==> src/rtl/gfx_line_scheduler.sv <==
// Line-command scheduler for the Bresenham renderer: queues draw commands,
// issues them one at a time and shares the framebuffer with the display reader.
module gfx_line_scheduler #(
  parameter int DEPTH = 8,
  parameter int CNT_W = 16
) (
  input  logic                      clk,
  input  logic                      reset,
  input  logic                      cmd_valid,
  output logic                      cmd_ready,
  input  logic signed [7:0]         cmd_x0,
  input  logic signed [7:0]         cmd_y0,
  input  logic signed [7:0]         cmd_x1,
  input  logic signed [7:0]         cmd_y1,
  input  logic                      cmd_erase,
  output logic signed [7:0]         gfx_x0,
  output logic signed [7:0]         gfx_y0,
  output logic signed [7:0]         gfx_x1,
  output logic signed [7:0]         gfx_y1,
  output logic                      gfx_and_fb,
  output logic                      gfx_render,
  input  logic                      gfx_ready,
  input  logic                      gfx_done,
  output logic                      gfx_rd,
  input  logic                      refresh_req,
  output logic                      refresh_gnt,
  input  logic                      refresh_done,
  output logic                      busy,
  output logic [$clog2(DEPTH):0]    level,
  output logic [CNT_W-1:0]          lines_drawn
);

  localparam int AW = $clog2(DEPTH);
  localparam int LW = AW + 1;

  typedef enum logic [1:0] {
    S_IDLE  = 2'd0,
    S_ISSUE = 2'd1,
    S_WAIT  = 2'd2,
    S_GRANT = 2'd3
  } state_t;

  state_t            state_q, state_d;
  logic [AW-1:0]     wr_ptr_q, wr_ptr_d;
  logic [AW-1:0]     rd_ptr_q, rd_ptr_d;
  logic [LW-1:0]     level_q, level_d;
  logic [32:0]       mem_q [DEPTH];
  logic [32:0]       gfx_q, gfx_d;
  logic              render_q, render_d;
  logic              last_ref_q, last_ref_d;
  logic [CNT_W-1:0]  lines_q, lines_d;

  logic              push;
  logic              pop;
  logic              empty;
  logic              ref_win;
  logic              rend_win;
  logic [32:0]       head;

  assign empty     = (level_q == '0);
  assign cmd_ready = (level_q != LW'(DEPTH));
  assign push      = cmd_valid & cmd_ready;
  assign head      = mem_q[rd_ptr_q];

  // Refresh yields to a pending line only right after it has just been served,
  // which gives strict alternation when both sides keep asking.
  assign ref_win  = refresh_req & (empty | ~last_ref_q);
  assign rend_win = ~ref_win & ~empty & gfx_ready;

  always_comb begin
    state_d    = state_q;
    last_ref_d = last_ref_q;
    lines_d    = lines_q;
    render_d   = 1'b0;
    pop        = 1'b0;
    case (state_q)
      S_IDLE: begin
        if (ref_win) begin
          state_d = S_GRANT;
        end else if (rend_win) begin
          pop      = 1'b1;
          render_d = 1'b1;
          state_d  = S_ISSUE;
        end
      end
      S_ISSUE: begin
        state_d = S_WAIT;
      end
      S_WAIT: begin
        if (gfx_done) begin
          lines_d    = lines_q + CNT_W'(1);
          last_ref_d = 1'b0;
          state_d    = S_IDLE;
        end
      end
      S_GRANT: begin
        if (refresh_done) begin
          last_ref_d = 1'b1;
          state_d    = S_IDLE;
        end
      end
      default: begin
        state_d = S_IDLE;
      end
    endcase
  end

  always_comb begin
    wr_ptr_d = push ? wr_ptr_q + AW'(1) : wr_ptr_q;
    rd_ptr_d = pop  ? rd_ptr_q + AW'(1) : rd_ptr_q;
    level_d  = level_q;
    if (push && !pop) begin
      level_d = level_q + LW'(1);
    end else if (pop && !push) begin
      level_d = level_q - LW'(1);
    end
    // The active command is only replaced on a pop, so it holds through WAIT.
    gfx_d = pop ? head : gfx_q;
  end

  always_ff @(posedge clk) begin
    if (reset) begin
      state_q    <= S_IDLE;
      wr_ptr_q   <= '0;
      rd_ptr_q   <= '0;
      level_q    <= '0;
      gfx_q      <= '0;
      render_q   <= 1'b0;
      last_ref_q <= 1'b0;
      lines_q    <= '0;
    end else begin
      state_q    <= state_d;
      wr_ptr_q   <= wr_ptr_d;
      rd_ptr_q   <= rd_ptr_d;
      level_q    <= level_d;
      gfx_q      <= gfx_d;
      render_q   <= render_d;
      last_ref_q <= last_ref_d;
      lines_q    <= lines_d;
    end
  end

  always_ff @(posedge clk) begin
    if (push) begin
      mem_q[wr_ptr_q] <= {cmd_erase, cmd_x0, cmd_y0, cmd_x1, cmd_y1};
    end
  end

  assign gfx_and_fb  = gfx_q[32];
  assign gfx_x0      = gfx_q[31:24];
  assign gfx_y0      = gfx_q[23:16];
  assign gfx_x1      = gfx_q[15:8];
  assign gfx_y1      = gfx_q[7:0];
  assign gfx_render  = render_q;
  assign refresh_gnt = (state_q == S_GRANT);
  assign gfx_rd      = refresh_gnt;
  assign busy        = (state_q != S_IDLE) | ~empty;
  assign level       = level_q;
  assign lines_drawn = lines_q;

endmodule

==> config.mk <==
export PLATFORM = sky130hd
export DESIGN_NAME = gfx_line_scheduler
export DESIGN_NICKNAME = d
export VERILOG_FILES = /design/src/rtl/gfx_line_scheduler.sv
export SDC_FILE = /design/constraint.sdc
export NUM_CORES = 1
export LEC_CHECK = 0
export BUFFER_PORTS_ARGS = -buffer_cell sky130_fd_sc_hd__buf_2
export CAP_MARGIN = 20
export CORE_ASPECT_RATIO = 0.8
export CORE_MARGIN = 2
export CORE_UTILIZATION = 59
export DETAILED_ROUTE_END_ITERATION = 8
export PLACE_DENSITY = 0.77
export SLEW_MARGIN = 20
export SYNTH_ARGS = -nofsm -noshare
export SYNTH_HDL_FRONTEND = slang
export SYNTH_SLANG_ARGS = --single-unit
==> constraint.sdc <==
create_clock -name clk -period 5 [get_ports clk]
set_input_delay 0.75 -clock clk [delete_from_list [all_inputs] [get_ports clk]]
set_output_delay 0.75 -clock clk [all_outputs]
set_load 0.01 [all_outputs]
* Word-level counts from Yosys, hierarchy flattened
Memories as Yosys holds them, arrays and structs flattened. A register that Yosys moved wholly into a read port is not among the register bits.
Cells that the tools add are included.
** Cells by class
- Add/sub/neg operators :: 5
- Equality and inequality tests :: 7
- Multiplexer cells :: 15
- Bitwise operators :: 9
- Reduce and logical (&&, ||, !) cells :: 12
** Operator list (count)
- $add A16 B1 Y16 const B :: 1
- $mux W2 :: 4
- $mux W4 :: 2
- $pmux W2 S4 :: 1
- $mux W1 :: 7
- $add A3 B1 Y3 const B :: 2
- $reduce_and A3 Y1 :: 2
- $reduce_bool A2 Y1 :: 3
- $add A4 B1 Y4 const B :: 1
- $and A1 B1 Y1 :: 4
- $eq A2 B2 Y1 const B :: 2
- $logic_not A4 Y1 :: 1
- $ne A4 B4 Y1 const B :: 1
- $sub A4 B1 Y4 const B :: 1
- $ne A3 B3 Y1 const B :: 1
- $not A1 Y1 :: 3
- $eq A2 B1 Y1 const B :: 1
- $logic_and A1 B1 Y1 :: 2
- $logic_not A1 Y1 :: 2
- $logic_not A2 Y1 :: 1
- $ne A2 B1 Y1 const B :: 1
- $ne A2 B2 Y1 const B :: 1
- $or A1 B1 Y1 :: 2
- $pmux W1 S2 :: 1
- $reduce_and A2 Y1 :: 1
** Word-level totals
- Register bits after elaboration :: 30
- Memory bits (writable) :: 264
- Bits of input ports :: 40
- Output and inout bits :: 58
- Logic and storage cells :: 56
- Memories :: 1
** Memories
- mem_q :: words 8, width 33, rd ports 1, clocked after Yosys merged registers in 1, wr ports 1, line 47 : logic [32:0] mem_q [DEPTH];

* Logic depth before layout (Yosys ltp)
- Word-level depth :: 12
- Depth in mapped cells :: 12
- Gate-level depth less buffers :: 10

* Least setup slack after synthesis
No wires, ideal clock.
- Path type :: register to register
- Start :: reg level_q[0] (netlist: level[0])
- End :: mem mem_q[0][0] (enable)
- Library setup time :: 0.506 ns
- Data arrival time :: 4.221 ns
- Required time :: 4.494 ns
- Setup slack :: 0.273 ns
- Stages on the path, launching flop included :: 5
- Buffers on the path :: 1
- Period minus slack after synthesis :: 4.727 ns
- Path through :: dfxtp_1 or4b_2 clkbuf_1 nand2_1 nor4_1
** On the way
- Longest elaborated chain between the ends :: 4
** RTL lines
- from (decl) :: line 46 : logic [LW-1:0] level_q, level_d;
- from (signal assigned) :: line 135 : level_q <= level_d;
- $ne A4 B4 Y1 :: line 61 : assign cmd_ready = (level_q != LW'(DEPTH));
- net cmd_ready :: line 10 : output logic cmd_ready,
- $and A1 B1 Y1 :: line 62 : assign push = cmd_valid & cmd_ready;
- $mux W1 :: line 144 : if (push) begin
- $mux W1 (implied by the code) :: line 145 : mem_q[wr_ptr_q] <= {cmd_erase, cmd_x0, cmd_y0, cmd_x1, cmd_y1};
- to (decl) :: line 47
The timed path passes the listed nets, and every way through them passes these cells.

* Final worst setup path
- Start :: reg level_q[0] (netlist: level[0])
- End :: reg level_q[3] (netlist: level[3])
** On the way
- Elaborated cells between the ends (all ways) :: 21
- Those cells by class :: 2 x add/sub; 1 x eq/ne; 5 x mux; 7 x bitwise; 6 x reduce/logical
** RTL lines
- $ne A4 B4 Y1 * :: line 61
- $and A1 B1 Y1 * :: line 62
- net push :: line 53 : logic push;
- $logic_not A1 Y1 :: line 114 : end else if (pop && !push) begin
- $logic_and A1 B1 Y1 :: line 114
- $reduce_bool A2 Y1 (no line)
Mark *: on every way through the listed nets, which the timed path passes. The rest lies on a longest branch. The select of a mux whose other input is x is not followed.
A chain may end at the register's enable or synchronous reset.

==> out/metrics.csv <==
metric,value,unit
initial antenna violation count,2,
share of power burned in the clock network,0.357,
# nets final,818,
DRT Pass-1 Iters,5,
pre-CTS setup slack,1910,ps
Cells after Synth,669,
TritonCTS Buffers,30,
Hold Slack,480,ps
register bit total from synthesis,327,
critical path type,reg2reg,
CTS tree,done,
share of layout cells above drive strength 1,0.301,
Die W,166,um
sequential share of the synthesized area,0.738,
VDD IR max,0.299,mV
CP Max Fanout,7,
Yosys top cell area share,0.637,
RePlAce Congestion,0.775,
max_slew headroom,0.298,
clock sink count,327,
Fin Setup TNS,0,ps
Internal Power,4890,uW
die height,134,um
clk slew on worst S/H paths,60,ps
net switching share of the total power,0.239,
Synth Flop Type,edfxtp_1,
sw power,1530,uW
H-tree depth,1,
Hold Path Class,in2reg,
gr ovfl total,0,
postcts setup bufs,0,
commonest cells in the netlist,"edfxtp_1, mux4_2, dfxtp_1, nor2_1, mux2i_1",
pwr dens,452,nW/um^2
slowest cell on the critical path,or4b_2,
CP Cell Sequence,"or4b_2, nand2_1, inv_1, ha_1, inv_1, ha_1, a21oi_1, a211oi_1, a31oi_1, mux2_2",
status,"complete, no violations",
"EDFF count, synth",264,
Ys Warns,0,
CTS Root Cell,clkbuf_16,
per-cell routed wire length,22.9,um
Final Hold Fails,0,
Post-Route WL,24.4,mm
Worst R2R Start,level[0]$_SDFFE_PP0P_,
Reg power frac,0.512,
CP peak stage delay,770,ps
initial core utilization,0.601,
RSZ-0062 raised after global routing,no,
Reg2Reg Capture Point,level[3]$_SDFFE_PP0P_,
FMAX,314,MHz
Synth area leader,edfxtp_1,
Skew-Pair Late Insertion Delay,540,ps
first-pass GRT wire length,38.1,mm
DRT antenna net count,0,
syn avg cell area,18.6,um^2
Worst Skew,12.0,ps
Setup crit start,level[0]$_SDFFE_PP0P_,
Critical Path Stages,10,
DRT iter0 DRCs,521,
CTS Buffer Depth,3,
fin crit period,3180,ps
via count,6406,
crit end category,flip-flop,
startpoint types,flip-flop,
Area Overhead vs Synth,14.2,%
worst setup path end,level[3]$_SDFFE_PP0P_,
syn nets,716,
max-cap violations,0,
fin. max-slew vios,0,
slew of the pin with the lowest slew margin,1050,ps
Final Setup Violations,0,
DRC Markers,0,
combinational share of power,0.131,
largest cells by area after synthesis,"edfxtp_1, mux4_2, dfxtp_1",
Leak Pwr,0.00471,uW
PortBufs,97,
Yosys cell types,41,
Worst R2R Setup Slack,1820,ps
Async SR Flop Fraction,0,
most numerous cell in the Yosys netlist,edfxtp_1,
routed vias/inst,6.02,
WHS Path Cells,1,
final worst slack,1820,ps
hold buffers post-CTS,0,
Total GRT Usage,0.222,
WP buf/inv,2,
core outline area,20700,um^2
DP Wirelength,13.1,mm
die area,22300,um^2
post-CTS sizing,0,
Mapped Area,12400,um^2
largest net degree at the start of global routing,69,
I/O pin total,98,
Core Rows,47,
r2r worst-path depth,10,
Final Cycle Share,0.636,
Worst path top cell family by delay,simple AND/OR/NAND/NOR gates,
vias in the first global route,6604,
crit path DAT,3600,ps
Crit path required time,5420,ps
==> final cells by class <==
cell class	count	area, um^2
fill	1315	6480
inverter	9	33.8
timing repair buffer	109	576
clock inverter	18	189
clock buffer	38	812
tap	269	337
sequential	327	9200
antenna	1	2.50
multi-input combinational	294	3070
==> cells by family after synthesis <==
family | count (synthesis) | share of synthesized area
xor+xnor | 13 | 0.00915
flops | 327 | 0.738
mux | 105 | 0.151
buf+inv | 48 | 0.0189
fa+ha+maj | 7 | 0.00764
simple gates | 112 | 0.0432
compound gates | 57 | 0.0316
==> worst reg2reg max path, stage by stage (launching register included) <==
cell and delay (ps):
dfxtp_1 380, or4b_2 770, nand2_1 340, inv_1 100, ha_1 230, inv_1 140, ha_1 290, a21oi_1 190
a211oi_1 100, a31oi_1 190, mux2_2 350
==> metrics by stage <==
stage / utilization / instances / cell area (um^2) / power [uW]
after floorplan: - / 669 / 12400 / 3920
after global placement: 0.638 / 1008 / 13200 / 4140
after detailed placement: 0.638 / 1008 / 13200 / 4190
after CTS: 0.687 / 1064 / 14200 / 6470
after global routing: 0.687 / 1064 / 14200 / 6670
final: 0.687 / 1065 / 14200 / 6430
==> how the worst min path moves through the flow <==
stage | start | to | slack [ps]
2_1_floorplan | wr_ptr_q[1]$_SDFFE_PP0P_ | wr_ptr_q[1]$_SDFFE_PP0P_ | 500
3_3_place_gp | lines_drawn[14]$_SDFFE_PP0P_ | lines_drawn[14]$_SDFFE_PP0P_ | 480
3_5_place_dp | gfx_q[2]$_SDFFE_PP0P_ | gfx_q[2]$_SDFFE_PP0P_ | 490
4_1_cts | cmd_y1[4] | mem_q[5][4]$_DFFE_PP_ | 460
5_1_grt | cmd_y0[7] | mem_q[3][23]$_DFFE_PP_ | 480
6_report | cmd_y1[4] | mem_q[5][4]$_DFFE_PP_ | 480
==> state kept, by name (all words and copies together), names as in the netlist <==
register     cells
mem_q          264
gfx_q           33
lines_drawn     16
level            4
rd_ptr_q         3
wr_ptr_q         3
state_q          2
gfx_render       1
last_ref_q       1
==> layer usage <==
layer | vias up | GRT usage | part of all wire
met5 | - | 0 | 0.00049
met2 | 200 | 0.370 | 0.50
met4 | 2 | 0.0493 | 0.016
li1 | 2870 | - | -
met1 | 3296 | 0.316 | 0.43
met3 | 38 | 0.0369 | 0.059
==> power by group through the flow <==
stage | Combinational, uW | Sequential, uW | Clock [uW]
final | 841 | 3290 | 2300
after global placement | 807 | 3330 | 0
after global routing | 915 | 3320 | 2430
after detailed placement | 842 | 3350 | 0
after CTS | 852 | 3300 | 2320
after floorplan | 601 | 3320 | 0
==> cells in the final DEF (no fill, tap or decap), types with 5 or more instances in the layout <==
cell type	netlist	routed
clkbuf_1	18	6
clkbuf_16	0	31
clkinv_2	0	6
nor2_1	60	57
mux2i_1	35	35
ha_1	6	6
or3_1	6	6
a21oi_1	11	11
dfxtp_1	63	60
a211oi_1	34	34
buf_2	8	97
xor2_1	7	7
xnor2_1	6	6
mux4_2	66	66
clkinv_1	0	6
o21ai_0	5	5
edfxtp_1	264	264
nand2_1	10	10
nand3_1	11	11
inv_1	9	9
buf_4	6	12
Power figures use the tool's default switching activity.
